File: src/rtl/huffman_bit_packer.sv
// huffman_bit_packer
//   Downstream stage of the Huffman encoder. Holds the (symbol -> length, code)
//   table written by the encoder, then maps a raw symbol stream to codes and
//   packs them MSB-first into bytes for the compressed-file writer. A flush
//   ends the stream: remaining full bytes drain, a final partial byte is
//   zero-padded, and done pulses once the last byte is taken.
//
// Ports
//   clock, rst          rising-edge clock, asynchronous active-low reset
//   tbl_wr_en/_symbol/  table write (honoured only while idle)
//   _length/_code
//   start, flush        1-cycle stream begin / end pulses
//   sym_valid/_data,    symbol input handshake
//   sym_ready
//   byte_valid/_data,   packed byte output handshake, first code bit at bit 7
//   byte_ready
//   bit_count           code bits packed in this stream (padding excluded)
//   done                1-cycle pulse after the last byte is accepted
//   error               sticky: a symbol hit an unused / over-long table entry
module huffman_bit_packer #(
  parameter int bit_width  = 7,
  parameter int max_symbol = 255,
  parameter int max_length = 8
) (
  input  logic               clock,
  input  logic               rst,
  input  logic               tbl_wr_en,
  input  logic [bit_width:0] tbl_symbol,
  input  logic [3:0]         tbl_length,
  input  logic [bit_width:0] tbl_code,
  input  logic               start,
  input  logic               sym_valid,
  input  logic [bit_width:0] sym_data,
  output logic               sym_ready,
  input  logic               flush,
  output logic               byte_valid,
  output logic [7:0]         byte_data,
  input  logic               byte_ready,
  output logic [15:0]        bit_count,
  output logic               done,
  output logic               error
);

  localparam int  TBL_N    = max_symbol + 1;
  localparam bit  FULL_TBL = (max_symbol >= (1 << (bit_width + 1)) - 1);

  typedef enum logic [2:0] {IDLE, RUN, DRAIN, PAD, DONE} state_t;

  typedef struct packed {
    logic [3:0]         len;
    logic [bit_width:0] code;
  } entry_t;

  state_t      state, state_nxt;
  entry_t      tbl [TBL_N];
  entry_t      ent;
  logic        rd_ok, wr_ok;
  logic [15:0] acc, acc_nxt;
  logic [4:0]  count, count_nxt;
  logic        len_ok, sym_fire, append, pop;
  logic [15:0] code_ext, code_mask, hi_sh, pad_sh;

  // Symbols outside the table range behave like an unused entry.
  generate
    if (FULL_TBL) begin : g_full
      assign rd_ok = 1'b1;
      assign wr_ok = 1'b1;
    end else begin : g_part
      assign rd_ok = (int'(sym_data)   <= max_symbol);
      assign wr_ok = (int'(tbl_symbol) <= max_symbol);
    end
  endgenerate

  // Table is deliberately outside reset so it survives a mid-stream abort.
  always_ff @(posedge clock) begin
    if (state == IDLE && tbl_wr_en && wr_ok)
      tbl[tbl_symbol] <= '{len: tbl_length, code: tbl_code};
  end

  assign ent       = rd_ok ? tbl[sym_data] : '0;
  assign len_ok    = (ent.len != 4'd0) && (int'(ent.len) <= max_length);
  assign code_ext  = 16'(ent.code);
  assign code_mask = (16'd1 << ent.len) - 16'd1;

  // FSM: next state and handshake outputs, all from registered state/count.
  always_comb begin
    state_nxt  = state;
    sym_ready  = 1'b0;
    byte_valid = 1'b0;
    done       = 1'b0;
    case (state)
      IDLE:  if (start) state_nxt = RUN;
      RUN: begin
        sym_ready  = (count <= 5'd8);
        byte_valid = (count >= 5'd8);
        if (flush) state_nxt = DRAIN;
      end
      DRAIN: begin
        byte_valid = (count >= 5'd8);
        if (count == 5'd0)     state_nxt = DONE;
        else if (count < 5'd8) state_nxt = PAD;
      end
      PAD: begin
        byte_valid = 1'b1;
        if (byte_ready) state_nxt = DONE;
      end
      DONE: begin
        done      = 1'b1;
        state_nxt = IDLE;
      end
      default: state_nxt = IDLE;
    endcase
  end

  assign sym_fire = sym_ready & sym_valid;
  assign append   = sym_fire & len_ok;
  assign pop      = byte_valid & byte_ready & (state != PAD);

  // Valid bits sit at acc[count-1:0]; the oldest bit is the MSB of that field.
  // Bits above count are stale and never observed. Since sym_ready needs
  // count <= 8, count + len never exceeds 16 and nothing valid is shifted out.
  always_comb begin
    acc_nxt   = acc;
    count_nxt = count;
    if (pop) count_nxt = count - 5'd8;
    if (append) begin
      acc_nxt   = (acc << ent.len) | (code_ext & code_mask);
      count_nxt = count_nxt + {1'b0, ent.len};
    end
    if (state == PAD && byte_ready) count_nxt = '0;
  end

  // Full byte is the top 8 valid bits; the pad byte left-aligns the 1..7
  // remaining bits. A same-cycle append in RUN shifts acc and count together,
  // so the presented byte stays put until it is taken.
  assign hi_sh  = acc >> (count - 5'd8);
  assign pad_sh = acc << (5'd8 - count);

  always_comb begin
    byte_data = '0;
    if (state == PAD)    byte_data = pad_sh[7:0];
    else if (byte_valid) byte_data = hi_sh[7:0];
  end

  always_ff @(posedge clock or negedge rst) begin
    if (!rst) state <= IDLE;
    else      state <= state_nxt;
  end

  always_ff @(posedge clock or negedge rst) begin
    if (!rst) begin
      acc       <= '0;
      count     <= '0;
      bit_count <= '0;
      error     <= 1'b0;
    end else if (state == IDLE && start) begin
      acc       <= '0;
      count     <= '0;
      bit_count <= '0;
      error     <= 1'b0;
    end else begin
      acc   <= acc_nxt;
      count <= count_nxt;
      if (append)              bit_count <= bit_count + 16'(ent.len);
      if (sym_fire && !len_ok) error     <= 1'b1;
    end
  end

endmodule

File: config.mk
export PLATFORM = sky130hd
export DESIGN_NAME = huffman_bit_packer
export DESIGN_NICKNAME = d
export VERILOG_FILES = /design/src/rtl/huffman_bit_packer.sv
export SDC_FILE = /design/constraint.sdc
export NUM_CORES = 2
export LEC_CHECK = 0
export BUFFER_PORTS_ARGS = -buffer_cell sky130_fd_sc_hd__clkbuf_2
export CAP_MARGIN = 20
export CORE_ASPECT_RATIO = 0.5
export CORE_UTILIZATION = 35
export CTS_CLUSTER_SIZE = 40
export DETAILED_ROUTE_END_ITERATION = 10
export GPL_TIMING_DRIVEN = 0
export PLACE_DENSITY_LB_ADDON = 0.1
export SYNTH_ARGS = -nofsm -noshare
export SYNTH_HDL_FRONTEND = slang
export SYNTH_SLANG_ARGS = --single-unit
File: constraint.sdc
create_clock -name clock -period 9.4 [get_ports clock]
set_input_delay 0.94 -clock clock [delete_from_list [all_inputs] [get_ports clock]]
set_output_delay 0.94 -clock clock [all_outputs]
set_load 0.01 [all_outputs]
# Yosys cells after proc, flatten, opt, wreduce, memory -nomap -nowiden
# Memory sizes are Yosys's and may differ from the RTL's.
# Index checks and enable logic that the tools add are counted.
[totals]
register_bits = 41
ram_bits = 3072
in_bits = 35
out_inout_bits = 28
elab_cells = 70
mem_count = 1
[mem_list]
columns = ["name", "depth", "word_bits", "rd", "rd_clocked_by_memory_dff", "wr", "line", "rtl"]
rows = [
  ["tbl", 256, 12, 1, 0, 1, "55", "entry_t tbl [TBL_N];"],
]
[op_classes]
add_sub_neg = 5
n_lt_le_gt_ge = 4
n_eq_ne = 9
shifts = 4
n_mux = 23
bitwise = 6
reduce_logical = 13
[ops]
columns = ["op", "count"]
rows = [
  ["$mux W16", 4],
  ["$mux W5", 4],
  ["$add A16 B4 Y16", 1],
  ["$and A8 B16 Y16", 1],
  ["$mux W8", 2],
  ["$or A16 B16 Y16", 1],
  ["$shl A1 B4 Y16 const A", 1],
  ["$shl A16 B4 Y16", 1],
  ["$shl A16 B5 Y8", 1],
  ["$shr A16 B5 Y8", 1],
  ["$sub A16 B1 Y16 const B", 1],
  ["$mux W3", 5],
  ["$pmux W3 S4", 1],
  ["$eq A3 B2 Y1 const B", 2],
  ["$mux W1", 6],
  ["$ne A2 B2 Y1 const B", 3],
  ["$add A5 B4 Y5", 1],
  ["$ge A5 B4 Y1 const B", 1],
  ["$le A5 B4 Y1 const B", 1],
  ["$logic_and A1 B1 Y1", 5],
  ["$logic_not A5 Y1", 1],
  ["$lt A5 B4 Y1 const B", 1],
  ["$sub A4 B5 Y5 const A", 1],
  ["$sub A5 B4 Y5 const B", 1],
  ["13 further kinds", 17],
]

# Logic depth before layout (Yosys ltp)
[depth]
word_depth = 10
mapped_depth = 23

# Least setup slack after synthesis
# Ideal clock, no wire load.
[synth_path]
path_kind = "input to register"
start = "in sym_data[0]"
end = "reg acc[6]"
setup_ps = 131
t_arrival_ps = 4842
setup_slack_ps = 4427
cell_stages = 19
path_buffers = 6
path_cell_list = "buf_6 buf_6 buf_4 buf_2 buf_2 mux4_2 a22oi_1 a31oi_1 o311ai_0 nand3_1 and2b_1 clkbuf_1 nand3_1 ha_1 inv_1 o21ai_0 a32o_1 a222oi_1 o21ai_1"
[synth_between]
elab_chain_len = 7
[synth_lines]
columns = ["item", "line", "rtl"]
rows = [
  ["start, declared", "33", "input logic [bit_width:0] sym_data,"],
  ["$mem_v2 Z256 W12 *", "-", ""],
  ["$shl A1 B4 Y16", "83", "assign code_mask = (16'd1 << ent.len) - 16'd1;"],
  ["$sub A16 B1 Y16", "83", ""],
  ["$and A8 B16 Y16", "127", "acc_nxt = (acc << ent.len) | (code_ext & code_mask);"],
  ["$or A16 B16 Y16", "127", ""],
  ["$mux W16", "126", "if (append) begin"],
  ["$mux W16", "156", "end else if (state == IDLE && start) begin"],
  ["end signal, assigned", "162", "acc <= acc_nxt;"],
  ["end, declared", "58", "logic [15:0] acc, acc_nxt;"],
]
# Mark *: on every way between the ends. The rest lies on a longest branch, timed or not. The select of a mux whose other input is x is not followed.
# A chain may end at the register's enable or synchronous reset.

# Final worst setup path
[layout_path]
start = "in sym_data[1]"
end = "reg acc[6]"
# The elaborated chain is that of the path after synthesis.

==> flow_summary.ini <==
[timing]
fmax_mhz = 124
setup_viol = 0
slew_viol_final = 0
finalClockSkew_ns = 0.0723
setup_slack_ns = 1.34
fin_crit_ns = 8.06
hold_viol_final = 0
tightest_slew_ns = 1.20
rsz0062_at_grt = false
fin_crit_sh = 0.858
max-slew-margin-rel = 0.197

[power_and_ir_drop]
seq_power_share = 0.503
total_power_mw = 30.5
combPwrFrac = 0.097
swShare = 0.249
p_int_mw = 22.9
power_frac_clock = 0.400
p_switching_mw = 7.61
powerDensity_mw_per_mm2 = 210
peakVddDrop_mv = 0.154
p_leak_nw = 45.4

[clocking]
post_cts_resized = 0
post_cts_buffers = 0
clkTransAtPathRegs_ns = 0.06
cts_tree = built
clock_sinks = 3113
root_buffer = clkbuf_16
ctsHtreeMaxLevel = 5
cts_buffer_depth = 4
cts-buffers-inserted = 298
holdBufCountCts = 0
clk_latency_ns = 0.94

[synth]
synth.distinct_cells = 84
synth_edf_count = 3072
avgSynthCellArea_um2 = 22.3
ys_ff_latch = 3113
ys_seq_area_frac = 0.763
syn_area_mm2 = 0.122
syn-num-nets = 5533
syn_inst = 5485
synth_ff_type = edfxtp_1
ys_warn_count = 0
async_flop_share = 0.0132

[layout]
final_common_cell = edfxtp_1
fillers = 29800
fin_util = 0.420
drive_above_1_share = 0.350
final_cell_mix = 3072 x edfxtp_1, 895 x mux4_2, 307 x clkbuf_16, 244 x nor2_2, 185 x buf_8
syn2layout_area_growth_pct = 18.8
fin_nets = 6242

[worst_setup_path]
path_cells = buf_2 -> buf_4 -> buf_6 -> buf_2 -> buf_2 -> buf_2 -> mux2i_1 -> a21oi_1 -> o311ai_0 -> nand3_1 -> and2b_1 -> clkbuf_1 -> nand3_1 -> ha_1 -> inv_1 -> o21ai_0 -> a32o_1 -> a222oi_1 -> o21ai_1
crit_type = input port to register
worstPathArrival_ns = 8.81
crit_family = buffers and inverters
worst-path-buf-inv = 8
required_ns = 10.15
cpMostUsedCell = buf_2
slowest_stage = nand3_1
crit_path_end_kind = register
critPathMaxStageDelay_ns = 0.87
start_kind = input port
worstPathMaxFanout = 11

[grt]
grt_pass1_vias = 64901
grt_use_total = 0.300
grt_pass1_wl_um = 679000
antenna_found_initial = 80
gr-total-overflow = 0
grt_max_degree = 146

[place]
port-buffer-count = 58
dp_hpwl_um = 384000
gp_congestion = 0.996
post-place-ws_ns = 0.725

[die]
die_area_mm2 = 0.352
num_rows = 152
die_x_um = 838
dieHeight_um = 420
initial_core_util = 0.354
coreArea_mm2 = 0.345
io_pins = 63

[min_path]
hp-class = input port to register

[routing]
viasPerCell = 6.19
drc = 0
first_iter_violations = 12507
wirelength_um = 535000
drt_pass1_iterations = 6
routedWlPerCell_um = 48.2
vias = 68687
ant_nets = 0

[flow_run]
cap_violations = 0

[outcome]
status = completed
==> worst reg2reg max path: cells and delay by family, from the launching register on <==
family | cells | cell delay, ns
compound gates | 8 | 2.40
fa+ha+maj | 1 | 0.33
buf+inv | 2 | 0.56
flops | 1 | 0.39
mux | 1 | 0.50
simple gates | 3 | 1.61
==> routing by layer <==
| layer | routed length (µm) | vias to the layer above | track usage | part of all wire |
|---|---|---|---|---|
| li1 | - | 24737 | - | - |
| met1 | 216000 | 38322 | 0.419 | 0.40 |
| met2 | 228000 | 4815 | 0.435 | 0.43 |
| met3 | 70300 | 783 | 0.112 | 0.13 |
| met4 | 19900 | 30 | 0.0998 | 0.037 |
| met5 | 233 | - | 0 | 0.00044 |
==> cell usage after synthesis (6+ instances only) <==
cell,number,share of area
nand3_1,63,0.0026
nor2_1,325,0.010
a21oi_1,48,0.0020
nor3_1,17,0.00070
o21ai_1,17,0.00070
o31ai_1,7,0.00043
a21o_1,6,0.00037
and2_1,9,0.00046
o21ai_0,44,0.0018
and3_1,10,0.00051
edfxtp_1,3072,0.76
buf_2,101,0.0041
buf_1,25,0.00077
a22o_1,10,0.00072
mux2_2,19,0.0018
clkbuf_1,140,0.0043
nand2b_1,8,0.00041
a31oi_1,10,0.00051
a211oi_1,8,0.00049
o22ai_1,26,0.0013
mux2i_1,171,0.014
dfrtp_1,41,0.0084
a2111oi_0,9,0.00065
buf_6,28,0.0026
nand2_1,113,0.0035
inv_1,20,0.00061
a22oi_1,46,0.0028
a221oi_1,6,0.00043
nand4_1,9,0.00046
ha_1,11,0.0011
xnor2_1,13,0.00093
mux4_2,895,0.16
buf_4,23,0.0014
nor2b_1,32,0.0016
==> cells by family after synthesis <==
kind of cell    after synthesis  synth area share
simple gates                620            0.0225
flops                      3113             0.763
compound gates              296            0.0167
xor+xnor                     16           0.00115
mux                        1085             0.181
fa+ha+maj                    13           0.00145
buf+inv                     342            0.0140
==> cell type report <==
cell class | instances | area, µm² | share of cell area
Tap cell | 4620 | 5780 | 0.0398
Buffer | 317 | 1730 | 0.0119
Antenna cell | 66 | 165 | 0.00114
Inverter | 25 | 93.8 | 0.000647
Clock inverter | 164 | 1490 | 0.0103
Timing Repair Buffer | 409 | 6840 | 0.0472
Sequential cell | 3113 | 93300 | 0.643
Clock buffer | 354 | 7870 | 0.0542
Multi-Input combinational cell | 2030 | 27900 | 0.192
==> worst paths after layout <==
| path | startpoint | to | slack, ns | depth (start not counted) |
|---|---|---|---|---|
| max in group asynchronous | rst | acc[3] | 8.44 | 3 |
| max reg2reg | tbl[79][10] | acc[6] | 3.44 | 15 |
| min reg2reg | bit_count[6] | bit_count[6] | 0.51 | 1 |
| max | sym_data[1] | acc[6] | 1.34 | 19 |
| min | sym_valid | error | 0.31 | 3 |
| min in group asynchronous | rst | state[2] | 0.49 | 2 |
==> power by group through the flow <==
stage | sequential (mW) | combinational [mW] | clock [mW]
floorplan | 15.6 | 1.30 | 0
finish | 15.4 | 2.96 | 12.2
global placement | 15.7 | 2.73 | 0
global route | 15.4 | 3.03 | 12.8
detailed placement | 15.7 | 2.90 | 0
CTS | 15.4 | 2.91 | 12.3
==> stage by stage <==
stage                     area [µm²]  hold WS, ns  instances  TNS [ns]
after global routing          145000        0.284      11040         0
after CTS                     145000        0.230      11027         0
after floorplan               122000        0.520       5485         0
after global placement        128000        0.497      10163     -8.90
final                         145000        0.312      11098         0
after detailed placement      135000        0.506      10509         0
==> state kept, by name (all words and copies together) (netlist names) <==
signal	flops
acc	16
bit_count	16
count	5
error	1
state	3
tbl	3072
(Power assumes the default switching activity.)
